==> config.mk <==
export PLATFORM = sky130hd
export DESIGN_NAME = skinny_sbox8_dom1_serial_ctrl
export DESIGN_NICKNAME = d
export VERILOG_FILES = /design/src/rtl/skinny_sbox8_dom1_serial_ctrl.sv
export SDC_FILE = /design/constraint.sdc
export NUM_CORES = 1
export LEC_CHECK = 0
export BUFFER_PORTS_ARGS = -buffer_cell sky130_fd_sc_hd__buf_2
export CAP_MARGIN = 40
export CORE_AREA = 2 2 221 223
export DETAILED_ROUTE_END_ITERATION = 8
export DIE_AREA = 0 0 223 225
export HOLD_SLACK_MARGIN = 0.02
export PLACE_DENSITY = 0.49
export SLEW_MARGIN = 20
export SYNTH_ARGS = -nofsm -noshare
export SYNTH_HDL_FRONTEND = slang
export SYNTH_SLANG_ARGS = --single-unit
export TNS_END_PERCENT = 30
==> constraint.sdc <==
create_clock -name clk -period 4.4 [get_ports clk]
set_clock_uncertainty 0.1 [all_clocks]
set_input_delay 0.66 -clock clk [delete_from_list [all_inputs] [get_ports clk]]
set_output_delay 0.66 -clock clk [all_outputs]
set_load 0.005 [all_outputs]
==> src/rtl/skinny_sbox8_dom1_serial_ctrl.sv <==
// Serial sequencer for a masked SKINNY state: pushes one byte per pass through
// a single shared, non-pipelined DOM1 sbox8, fetching 8 fresh mask bits per byte.
module skinny_sbox8_dom1_serial_ctrl #(
  parameter int NBYTES = 16,
  parameter int SB_LAT = 4
) (
  input  logic                  clk,
  input  logic                  rst,
  input  logic                  start,
  input  logic [8*NBYTES-1:0]   si1,
  input  logic [8*NBYTES-1:0]   si0,
  input  logic                  rnd_valid,
  input  logic [7:0]            rnd,
  output logic                  rnd_ready,
  output logic [7:0]            sb_si1,
  output logic [7:0]            sb_si0,
  output logic [7:0]            sb_r,
  input  logic [7:0]            sb_bo1,
  input  logic [7:0]            sb_bo0,
  output logic [8*NBYTES-1:0]   so1,
  output logic [8*NBYTES-1:0]   so0,
  output logic                  busy,
  output logic                  done
);

  localparam int IDXW = (NBYTES > 1) ? $clog2(NBYTES) : 1;
  localparam int CNTW = $clog2(SB_LAT);
  localparam logic [IDXW-1:0] LAST_IDX = IDXW'(NBYTES - 1);
  localparam logic [CNTW-1:0] LAST_CNT = CNTW'(SB_LAT - 1);

  // The sbox has negedge-clocked internal stages and needs >=4 stable cycles.
  generate
    if (SB_LAT < 4 || NBYTES < 1) begin : g_param_check
      $error("skinny_sbox8_dom1_serial_ctrl: need SB_LAT >= 4 and NBYTES >= 1");
    end
  endgenerate

  typedef enum logic [1:0] {
    S_IDLE     = 2'd0,
    S_WAIT_RND = 2'd1,
    S_HOLD     = 2'd2
  } state_t;

  state_t          r_state;
  state_t          w_state_next;
  logic [IDXW-1:0] r_idx;
  logic [CNTW-1:0] r_cnt;
  logic [7:0]      r_sb_si1;
  logic [7:0]      r_sb_si0;
  logic [7:0]      r_sb_r;
  logic            r_busy;
  logic            r_done;
  logic [7:0]      r_so1_b [NBYTES];
  logic [7:0]      r_so0_b [NBYTES];

  logic            w_load;
  logic            w_accept;
  logic            w_capture;
  logic            w_last;
  logic [7:0]      w_cur_so1;
  logic [7:0]      w_cur_so0;

  always_ff @(posedge clk) begin
    if (rst) begin
      r_state <= S_IDLE;
    end else begin
      r_state <= w_state_next;
    end
  end

  always_comb begin
    w_state_next = r_state;
    w_load       = 1'b0;
    w_accept     = 1'b0;
    w_capture    = 1'b0;
    rnd_ready    = 1'b0;
    w_last       = (r_idx == LAST_IDX);
    case (r_state)
      S_IDLE: begin
        if (start) begin
          w_load       = 1'b1;
          w_state_next = S_WAIT_RND;
        end
      end
      S_WAIT_RND: begin
        rnd_ready = 1'b1;
        if (rnd_valid) begin
          w_accept     = 1'b1;
          w_state_next = S_HOLD;
        end
      end
      S_HOLD: begin
        if (r_cnt == LAST_CNT) begin
          w_capture    = 1'b1;
          w_state_next = w_last ? S_IDLE : S_WAIT_RND;
        end
      end
      default: begin
        w_state_next = S_IDLE;
      end
    endcase
  end

  always_comb begin
    w_cur_so1 = r_so1_b[r_idx];
    w_cur_so0 = r_so0_b[r_idx];
  end

  always_ff @(posedge clk) begin
    if (rst) begin
      r_idx  <= '0;
      r_cnt  <= '0;
      r_busy <= 1'b0;
      r_done <= 1'b0;
    end else begin
      r_done <= w_capture && w_last;
      if (w_load) begin
        r_idx  <= '0;
        r_busy <= 1'b1;
      end else if (w_capture) begin
        if (w_last) begin
          r_busy <= 1'b0;
        end else begin
          r_idx <= r_idx + 1'b1;
        end
      end
      if (w_accept || w_capture) begin
        r_cnt <= '0;
      end else if (r_state == S_HOLD) begin
        r_cnt <= r_cnt + 1'b1;
      end
    end
  end

  // Sbox inputs return to zero after capture so consecutive bytes never
  // overwrite one share value with another directly.
  always_ff @(posedge clk) begin
    if (rst) begin
      r_sb_si1 <= '0;
      r_sb_si0 <= '0;
      r_sb_r   <= '0;
    end else if (w_accept) begin
      r_sb_si1 <= w_cur_so1;
      r_sb_si0 <= w_cur_so0;
      r_sb_r   <= rnd;
    end else if (w_capture) begin
      r_sb_si1 <= '0;
      r_sb_si0 <= '0;
      r_sb_r   <= '0;
    end
  end

  genvar gi;
  generate
    for (gi = 0; gi < NBYTES; gi++) begin : g_byte
      always_ff @(posedge clk) begin
        if (rst) begin
          r_so1_b[gi] <= '0;
          r_so0_b[gi] <= '0;
        end else if (w_load) begin
          r_so1_b[gi] <= si1[8*gi +: 8];
          r_so0_b[gi] <= si0[8*gi +: 8];
        end else if (w_capture && (r_idx == IDXW'(gi))) begin
          r_so1_b[gi] <= sb_bo1;
          r_so0_b[gi] <= sb_bo0;
        end
      end
      assign so1[8*gi +: 8] = r_so1_b[gi];
      assign so0[8*gi +: 8] = r_so0_b[gi];
    end
  endgenerate

  assign sb_si1 = r_sb_si1;
  assign sb_si0 = r_sb_si0;
  assign sb_r   = r_sb_r;
  assign busy   = r_busy;
  assign done   = r_done;

endmodule

# [After elaboration in Yosys (flattened, before gate mapping)]
# Memory sizes are Yosys's and may differ from the RTL's. A register that Yosys moved wholly into a read port is not among the register bits.
# Index checks and enable logic that the tools add are counted.
[word_totals] mem_bits_rw=256 in_bits=284 out_inout_bits=283 mem_count=2 register_bits=34
[classes] add_sub_neg=2 n_bitwise=65 reduce_logical=27 eq_ne=21 mux=156
[mem_list] name="r_so0_b" depth=16 width=8 read_ports=17 rd_clocked_by_memory_dff=1 wr=16 line="54" source="logic [7:0] r_so0_b [NBYTES];"
[mem_list] name="r_so1_b" depth=16 width=8 read_ports=17 rd_clocked_by_memory_dff=1 wr=16 line="53" source="logic [7:0] r_so1_b [NBYTES];"
[ops] cell="2-to-1 mux 8 bit" n=68
[ops] cell="2-to-1 mux 1 bit" n=80
[ops] cell="bitwise OR 1 bit" n=64
[ops] cell="equality test 4 bit, second input constant" n=8
[ops] cell="equality test 4 x 3 -> 1 bit, second input constant" n=4
[ops] cell="logical AND 1 bit" n=16
[ops] cell="2-to-1 mux 4 bit" n=4
[ops] cell="equality test 4 x 2 -> 1 bit, second input constant" n=2
[ops] cell="2-to-1 mux 2 bit" n=3
[ops] cell="inequality test 2 bit, second input constant" n=3
[ops] cell="one-hot mux 2 bit (3 select lines)" n=1
[ops] cell="nonzero test 2 bit" n=3
[ops] cell="adder 4 x 1 -> 4 bit, second input constant" n=1
[ops] cell="equality test 2 bit, second input constant" n=2
[ops] cell="equality test 4 x 1 -> 1 bit, second input constant" n=1
[ops] cell="zero test 4 bit" n=1
[ops] cell="AND reduction 2 bit" n=2
[ops] cell="OR reduction 2 bit" n=2
[ops] cell="AND reduction 3 bit" n=1
[ops] cell="adder 2 x 1 -> 2 bit, second input constant" n=1
[ops] cell="equality test 2 x 1 -> 1 bit, second input constant" n=1
[ops] cell="zero test 2 bit" n=1
[ops] cell="logical OR 1 bit" n=1
[ops] cell="inverter 1 bit" n=1

# [Logic depth before layout (Yosys ltp)]
# Gate-level depths: netlist of run 1.
[depth] word_depth=9 mapped_depth=7 ltp_nobuf=5

# [Worst setup path before layout of run 1]
# Ideal clock, no wire load.
[synth_path] kind="register to register" from="register r_cnt[0]" to="memory r_so0_b[9][0] (enable)" path_stages_with_launch=6 t_required_ps=3889 slack_ps=1712 t_arrival_ps=2177 path_cell_list="dfxtp_1 -> ha_1 -> and3b_2 -> buf_6 -> nand2_4 -> o21ai_0"
[synth_lines] element="from (decl)" line="47" source="logic [CNTW-1:0] r_cnt;"
[synth_lines] element="from (signal assigned)" line="130" source="r_cnt <= r_cnt + 1'b1;"
[synth_lines] element="to (decl)" line="54"

==> results of run 1 <==
==> cell type report <==
type / count / area share, %
multi-input combinational: 462 / 27.0
timing repair buffer: 610 / 17.8
sequential: 294 / 44.9
tap: 615 / 4.09
antenna: 8 / 0.106
inverter: 4 / 0.0798
clock buffer: 51 / 5.62
clock inverter: 10 / 0.399
==> registers in the layout, summed over array words and instances, names as in the netlist, named ones only <==
register	cells
r_so1_b	128
r_idx	4
r_so0_b	128
sb_si1	8
sb_r	8
done	1
r_cnt	2
r_state	2
sb_si0	8
busy	1
==> power breakdown <==
part / internal [mW] / switching [mW]
clock: 1.72 / 1.19
sequential: 3.32 / 0.162
combinational: 0.447 / 0.537
total: 5.49 / 1.89
==> routing by layer <==
metal	part of all wire, %	global-route usage [%]	wire length (um)
met5	0.038	0	24
met4	2.1	7.25	1330
met1	41	31.0	25400
met2	51	41.2	31800
met3	6.6	5.07	4150
==> through the flow <==
stage / cells / area, um^2 / hold WS [ns]
2_1_floorplan: 867 / 14000 / 0.366
3_3_place_gp: 1965 / 17300 / 0.352
3_5_place_dp: 1983 / 17600 / 0.355
4_1_cts: 2044 / 18800 / 0.215
5_1_grt: 2052 / 18800 / 0.232
6_report: 2054 / 18800 / 0.249
==> critical path: stages, from the launching register on <==
cell     delay [ns]
dfxtp_1        0.36
ha_1           0.19
and3b_2        0.42
nand2_2        0.29
o21ai_2        0.69
buf_4          0.37
==> cells by family after synthesis <==
group,Yosys count,synth area share [%]
simple gates,52,3.40
xor+xnor,3,0.187
buf+inv,111,4.26
compound gates,319,19.5
flops,294,60.2
mux,82,11.9
fa+ha+maj,6,0.535
==> worst max-delay path by stage <==
stage,start,to,slack (ns),depth (start not counted)
2_1_floorplan,r_cnt[0],r_so0_b[9][0],1.71,5
3_3_place_gp,rst,r_so0_b[0][4],1.42,5
3_5_place_dp,rst,r_so1_b[1][4],1.54,6
4_1_cts,r_cnt[0],r_so0_b[8][7],1.63,5
5_1_grt,r_cnt[0],r_so0_b[8][7],1.54,5
6_report,r_cnt[0],r_so1_b[8][3],1.66,5
==> cell usage in the layout, fill, tap and decap left out, drive strengths merged, types with 9 or more instances in the layout <==
master	count
a221o	16
a22o	280
buf	610
clkbuf	51
dfxtp	38
edfxtp	256
mux2	16
mux4	64
nor2	9
nor3	17
o21ai	16
==> summary.txt, run 1 <==
Power and ir drop
  • Pwr/cell area: ~390 nW/um^2
  • VDD IR max: roughly 0.22 mV
  • Power consumption: ~7.4 mW
  • Leakage: between 8 and 9 nW

Timing
  • Least-Margin Pin Slew: approximately 0.80 ns
  • Final min period: 2.74 ns
  • RSZ-0062 raised after global routing: false
  • Fin. max-slew vios: 0
  • Endpoints failing setup: 0
  • Max-slew headroom: a little under half
  • Count of final hold-check violations: 0
  • Total negative slack: 0 ns
  • Highest Clock Rate: approximately 360 MHz
  • Final Worst Setup Slack: ~1.7 ns
  • Final Cycle Share: 62.3%

Setup path
  • Worst R2R Setup Slack: about 1.7 ns
  • R2R cell count: 5
  • FF-to-FF End: r_so1_b[8][3]
  • Critical Path AT: 2.86 ns
  • Critical path required time: about 4.5 ns
  • RR Startpoint: r_cnt[0]
  • Worst Setup End Kind: flip-flop
  • CP Launch Type: flip-flop
  • Worst Path Class, Setup: reg -> reg
  • Crit Path Max Fanout: 12

Floorplanning
  • Die Span X: 223 um
  • Ports: about 570
  • Die Area: between 50,000 and 60,000 um^2
  • Starting Density: 29.5%
  • Row count: 80
  • Std-Cell Core Area: 47,500 um^2
  • Die span in y: about 230 um

Clocking
  • Hold Buf Count CTS: 0
  • Sink Count: between 200 and 300
  • CTS tree: built
  • H-tree depth: 2
  • # resized after CTS: 0
  • Clock Pin Slew Worst Setup and Hold Paths: around 0.06 ns
  • Clk buf depth: 3
  • Setup Fix Bufs, Post-CTS: 0
  • Skew-Pair Late Insertion Delay: 0.54 ns
  • CTS Root Cell: clkbuf_16
  • TritonCTS buffer count: 36

Logic synthesis
  • Count of flip-flops with a built-in enable after synthesis: approximately 260
  • Sequential area share after synthesis: 60.2%
  • YS warnings: 0
  • Ys async rst share: 0%
  • Synth top area share: 54.8%
  • Top cells by count, synth: a22o_1, edfxtp_1, mux4_2
  • Area contributors post-synth: edfxtp_1, a22o_1, mux4_2, dfxtp_1, nor3_4
  • Ys flop type: edfxtp_1
  • Avg Cell Area, Syn: ~16 um^2
  • Synth Register Bits: a little under 300
  • Synth Net Count: ~1,200
  • Unique masters post-synth: between 40 and 50
  • Yosys top cell by area: edfxtp_1
  • Top-count cell post-synth: a22o_1
  • Cell Area, Synth: roughly 14,000 um^2
  • Synth Instances: 867

Finish
  • Final core occ: 39.6%
  • Footprint of the multi-input gates: around 5000 um^2
  • Final nets: 1,698
  • Storage cell area: 8460 um^2
  • Fillers: 4,559
  • Area Growth Syn to Fin: 34.2%
  • Share of cells above drive strength 1: between 50% and 60%

Drt
  • First-pass DRT Iterations: 5
  • Via count: around 11,000
  • Remaining DRCs: 0
  • Final wirelength: about 63,000 um
  • Post-DRT Antenna Nets: 0
  • Vias per cell: between 5 and 6
  • Initial DRC count: about 830
  • Routed WL per cell: between 30 and 40 um

GRT
  • Initial antenna violation count: 9
  • GR Overflow Total: 0
  • First-pass GRT wire length: roughly 86,000 um
  • Number of global-route vias before repair: ~11,000
  • Largest net degree at the start of global routing: between 100 and 150
  • Total Routing Usage GR: ~24%

Placement
  • Detailed Place HPWL: about 47,000 um
  • Port bufs: roughly 570
  • GP Congestion: slightly below 0.9
  • Dpl ws: 1.54 ns

Hold path
  • Hold endpoint: sb_r[1]
  • Hold Crit Class: in -> reg
  • Hold depth: 2
  • Hold_sp: rnd[1]

Flow run
  • Total of max-cap violations: 0

Status
  • Status: completed
Note: power is estimated with default switching activity, not from simulation.
==> run 2: changes to the inputs <==
Settings changed: PLACE_DENSITY 0.49 to 0.51.
Clock period 4.4 ns to 2.43 ns, I/O delays scaled along.
==> summary.txt, run 2 (same netlist as run 1, synthesis figures left out) <==
Finish
  • Design Area, Final: 21,600 um^2 (+15%)
  • Area Growth Syn to Fin: 54.2%
  • Commonest non-fill, non-tap cell in the layout: buf_2
  • Regs by FF count: r_so0_b x128, r_so1_b x128
  • Storage cell area: 8460 um^2 (unchanged)
  • Footprint of the multi-input gates: 5070 um^2 (-0.15%)
  • Share of cells above drive strength 1: 47.0% (-7.8 points)
  • Final nets: 1,973 (+16%)
  • Fillers: 4,284 (-6.0%)
  • Most frequent cells in the layout: buf_2, a22o_1, edfxtp_1

GRT
  • First-pass GRT wire length: 88,900 um (+3.3%)
  • GR Overflow Total: 0 (unchanged)
  • Initial antenna violation count: 1 (-8)
  • Largest net degree at the start of global routing: 64 (-51%)
  • Number of global-route vias before repair: 12,799 (+13%)
  • Total Routing Usage GR: 24.7% (+0.48 points)

Power and ir drop
  • Pwr/cell area: 637 nW/um^2 (+62%)
  • Power consumption: 13.8 mW (+87%)
  • VDD IR max: 0.479 mV (+110%)
  • Leakage: 9.32 nW (+15%)

Placement
  • Detailed Place HPWL: 46,300 um (-0.72%)
  • Dpl ws: 0.222 ns (-1.32 ns)
  • Placed Area: 18,000 um^2 (+2.1%)
  • Port bufs: 566 (unchanged)
  • GP Congestion: 0.864 (-1.8%)

Timing
  • Endpoints failing setup: 0 (unchanged)
  • Least-Margin Pin Slew: 0.778 ns (-0.0210 ns)
  • Final Worst Setup Slack: 0.233 ns (-1.43 ns)
  • Max-slew headroom: 48.1% (+1.5 points)
  • RSZ-0062 raised after global routing: false
  • Total negative slack: 0 ns (unchanged)
  • Count of final hold-check violations: 0 (unchanged)
  • Final Cycle Share: 90.4% (+28 points)
  • Highest Clock Rate: 455 MHz (+25%)
  • Fin. max-slew vios: 0 (unchanged)
  • Final min period: 2.20 ns (-0.544 ns)

Setup path
  • CP Launch Type: flip-flop
  • Worst Path Class, Setup: reg -> reg
  • Worst R2R Setup Slack: 0.23 ns (-1.43 ns)
  • Critical Path AT: 2.51 ns (-0.35 ns)
  • CP max stage cell: and3b_2
  • Worst Setup End Kind: flip-flop
  • Crit Path Max Fanout: 16 (+4)
  • Largest stage delay, worst path: 0.42 ns (-0.27 ns)
  • Worst path cell trace: ha_1 > and3b_2 > nand2_2 > nor3_2 > buf_4 > a22o_1
  • Critical path required time: 2.74 ns (-1.78 ns)

Flow run
  • Total of max-cap violations: 0 (unchanged)

Drt
  • Vias per cell: 5.31 (-2.6%)
  • Via count: 12,360 (+10%)
  • Final wirelength: 64,400 um (+2.9%)
  • Remaining DRCs: 0 (unchanged)
  • Routed WL per cell: 27.7 um (-9.2%)
  • First-pass DRT Iterations: 5 (unchanged)
  • Initial DRC count: 780 (-5.7%)
  • Post-DRT Antenna Nets: 0 (unchanged)

Clocking
  • Clock Pin Slew Worst Setup and Hold Paths: 0.06 ns (about the same)
  • Sink Count: 294 (unchanged)
  • CTS Root Cell: clkbuf_16
  • CTS tree: built
  • Skew-Pair Late Insertion Delay: 0.55 ns (about the same)
  • TritonCTS buffer count: 36 (unchanged)
  • Setup Fix Bufs, Post-CTS: 0 (unchanged)
  • H-tree depth: 2 (unchanged)
  • Clk buf depth: 3 (unchanged)

Floorplanning
  • Ports: 567 (unchanged)
  • Die span in y: 225 um (unchanged)
  • Std-Cell Core Area: 47,500 um^2 (unchanged)
  • Die Span X: 223 um (unchanged)
  • Die Area: 50,200 um^2 (unchanged)
  • Row count: 80 (unchanged)
  • Starting Density: 29.5% (unchanged)

Status
  • Status: completed

Hold path
  • Hold Crit Class: in -> reg
run 2: cell count changes in the layout (fill, tap and decap cells not counted), sizes merged:
cell         change
clkbuf           +2
clkinvlp         +2
inv              +2
clkinv           -2
buf             +23
diode            -7
dlygate4sd3    +252
run 2: through the flow:
| stage | hold WS (ns) | util, % | instances |
|---|---|---|---|
| CTS | 0.0223 | 45.5 | 2325 |
| detailed placement | 0.349 | 37.8 | 2008 |
| floorplan | 0.366 | - | 867 |
| global placement | 0.351 | 37.8 | 2007 |
| global route | 0.0490 | 45.5 | 2325 |
| finish | 0.0565 | 45.5 | 2326 |
run 2: critical path, delay by kind of cell (launching register included):
family	cells	cell delay, ns
flops	1	0.35
fa+ha+maj	1	0.18
compound gates	1	0.19
simple gates	3	0.93
buf+inv	1	0.30
run 2: worst paths after layout:
kind | startpoint | end | cells past startpoint
setup / recovery | r_cnt[0] | r_so1_b[14][3] | 6
hold / removal | si0[52] | r_so0_b[6][4] | 2
hold reg to reg | sb_r[1] | sb_r[1] | 1
setup reg to reg | r_cnt[0] | r_so1_b[14][3] | 6
run 2: final cells by class:
type                            count  area share (%)
Multi-Input combinational cell    462            23.4
Sequential cell                   294            39.1
Inverter                            4          0.0694
Antenna cell                        1          0.0116
Clock inverter                     12           0.439
Tap cell                          615            3.56
Clock buffer                       53            4.75
Timing Repair Buffer              885            28.7
run 2: timing repair:
| action | in CTS | in global routing |
|---|---|---|
| hold buffers | 252 | 0 |
| gates resized for setup | 0 | 0 |
| endpoints found under the hold margin | 252 | 0 |
run 2: metal layers:
layer | global-route usage [%] | part of all wire, % | vias to the layer above | routed length [um]
met2 | 42.3 | 50 | 632 | 32100
met3 | 5.06 | 6.9 | 119 | 4450
met5 | 0 | 0 | - | 0
met1 | 30.4 | 40 | 6285 | 25700
li1 | - | - | 5324 | -
met4 | 9.79 | 3.3 | 0 | 2130
run 2: report_power, final:
group / total, mW / internal, mW / switching, mW
clock network: 5.26 / 3.05 / 2.21
logic: 2.21 / 1.14 / 1.07
registers: 6.31 / 6.01 / 0.297
==> run 3: changes to the inputs <==
Settings changed: CORE_AREA 2 2 221 223 to 3 3 222 224, DIE_AREA 0 0 223 225 to 0 0 225 227.
==> summary.txt, run 3 (same netlist as run 1, synthesis figures left out) <==
Status
  • Status: completed

Finish
  • Design Area, Final: 21,500 um^2 (-0.88%)
  • Most frequent cells in the layout: buf_2, a22o_1, edfxtp_1
  • Area Growth Syn to Fin: 52.9%
  • Final core occ: 45.1% (-0.40 points)
  • Final nets: 1,956 (-0.86%)
  • Fillers: 4,340 (+1.3%)
  • Regs by FF count: r_so0_b x128, r_so1_b x128
  • Fin cells: 2,311 (-0.64%)
  • Commonest non-fill, non-tap cell in the layout: buf_2
  • Share of cells above drive strength 1: 47.8% (+0.83 points)

Drt
  • Via count: 12,387 (+0.22%)
  • Initial DRC count: 1,161 (+49%)
  • Routed WL per cell: 28.3 um (+2.3%)
  • Vias per cell: 5.36 (+0.87%)
  • Final wirelength: 65,500 um (+1.6%)
  • Post-DRT Antenna Nets: 0 (unchanged)
  • Remaining DRCs: 0 (unchanged)
  • First-pass DRT Iterations: 5 (unchanged)

GRT
  • GR Overflow Total: 0 (unchanged)
  • First-pass GRT wire length: 90,200 um (+1.5%)
  • Initial antenna violation count: 1 (unchanged)
  • Largest net degree at the start of global routing: 64 (unchanged)
  • Total Routing Usage GR: 24.5% (-0.19 points)
  • Number of global-route vias before repair: 12,756 (-0.34%)

Timing
  • Worst Hold Margin: 0.0467 ns (-0.00978 ns)
  • Endpoints failing setup: 0 (unchanged)
  • Max-slew headroom: 49.5% (+1.4 points)
  • Highest Clock Rate: 448 MHz (-1.6%)
  • RSZ-0062 raised after global routing: false
  • Final Worst Setup Slack: 0.196 ns (-0.0367 ns)
  • Least-Margin Pin Slew: 0.757 ns (-0.0207 ns)
  • Count of final hold-check violations: 0 (unchanged)
  • Final min period: 2.23 ns (+0.0367 ns)
  • Fin. max-slew vios: 0 (unchanged)
  • Final Cycle Share: 91.9% (+1.5 points)
  • Total negative slack: 0 ns (unchanged)

Placement
  • GP Congestion: 0.851 (-1.6%)
  • Placed Area: 17,900 um^2 (-0.72%)
  • Placed Cells: 2,005 (-0.15%)
  • Port bufs: 566 (unchanged)
  • Dpl ws: 0.117 ns (-0.105 ns)
  • Detailed Place HPWL: 47,100 um (+1.8%)

Setup path
  • Worst Path Class, Setup: reg -> reg
  • Worst R2R Setup Slack: 0.20 ns (-0.04 ns)
  • Critical path required time: 2.81 ns (+0.07 ns)
  • Critical Path AT: 2.62 ns (+0.11 ns)
  • Buffers & Inverters on Critical Path: 1 (unchanged)
  • Worst path cell trace: ha_1 > and3_1 > o31a_1 > a2111oi_0 > dlygate4sd3_1
  • Largest stage delay, worst path: 0.63 ns (+0.21 ns)
  • Delay-heaviest family, CP: buffers and inverters
  • Worst Setup End Kind: flip-flop
  • Crit Path Max Fanout: 5 (-11)
  • CP Launch Type: flip-flop
  • CP max stage cell: dlygate4sd3_1

Clocking
  • Clock Pin Slew Worst Setup and Hold Paths: 0.05 ns (about the same)
  • Hold Buf Count CTS: 236 (-6.3%)
  • Sink Count: 294 (unchanged)
  • TritonCTS buffer count: 37 (+2.8%)
  • # resized after CTS: 0 (unchanged)
  • CTS tree: built
  • Clk buf depth: 3 (unchanged)
  • H-tree depth: 2 (unchanged)
  • CTS Root Cell: clkbuf_16
  • Skew-Pair Late Insertion Delay: 0.55 ns (about the same)
  • Setup Fix Bufs, Post-CTS: 0 (unchanged)

Floorplanning
  • Row count: 80 (unchanged)
  • Ports: 567 (unchanged)
  • Die Area: 51,100 um^2 (+1.8%)
  • Starting Density: 29.5% (unchanged)
  • Die span in y: 227 um (+0.89%)
  • Std-Cell Core Area: 47,500 um^2 (unchanged)
  • Die Span X: 225 um (+0.90%)

Power and ir drop
  • Power consumption: 14.0 mW (+1.5%)
  • Pwr/cell area: 652 nW/um^2 (+2.4%)
  • VDD IR max: 0.577 mV (+21%)
  • Leakage: 9.25 nW (-0.72%)

Flow run
  • Total of max-cap violations: 0 (unchanged)

Hold path
  • Hold Crit Class: in -> reg
## run 3: cell count changes in the layout (fill, tap and decap cells not counted), moves of 2 or more
| cell | change |
|---|---|
| buf_4 | +6 |
| buf_12 | -9 |
| dlygate4sd3_1 | -16 |
| clkbuf_1 | -4 |
| clkinv_1 | -2 |
| clkbuf_8 | +7 |
| clkinv_4 | +2 |
## run 3: final timing paths
path                  start  depth (start not counted)             to
hold / removal      si0[57]                          2  r_so0_b[7][1]
hold reg to reg   sb_si1[5]                          1      sb_si1[5]
setup / recovery   r_idx[0]                          5     r_state[0]
setup reg to reg   r_idx[0]                          5     r_state[0]
## run 3: worst register-to-register path, delay by kind of cell, from the launching register on
kind,cells,cell delay (ns)
simple gates,1,0.24
flops,1,0.35
fa+ha+maj,1,0.24
buf+inv,1,0.63
compound gates,2,0.61
## run 3: power breakdown
group          internal [mW]  switching, mW  total (mW)  leakage, nW
clock network           3.23           2.26        5.48        0.591
logic                   1.11           1.07        2.18         5.59
registers               6.01          0.304        6.32         3.07
total                   10.4           3.63        14.0         9.25
## run 3: per-layer routing
layer,track usage [%],share of wire (%)
met4,7.89,3.1
met1,31.6,39
met5,0,0
met3,4.95,7.8
met2,41.6,50
## run 3: area by class of cell
class	count	area (um^2)	share of cell area, %
Antenna cell	1	2.50	0.0117
Multi-Input combinational cell	462	5070	23.7
Clock inverter	11	71.3	0.332
Sequential cell	294	8460	39.4
Clock buffer	57	1130	5.28
Timing Repair Buffer	867	5930	27.6
Inverter	4	15.0	0.0700
Tap cell	615	769	3.59
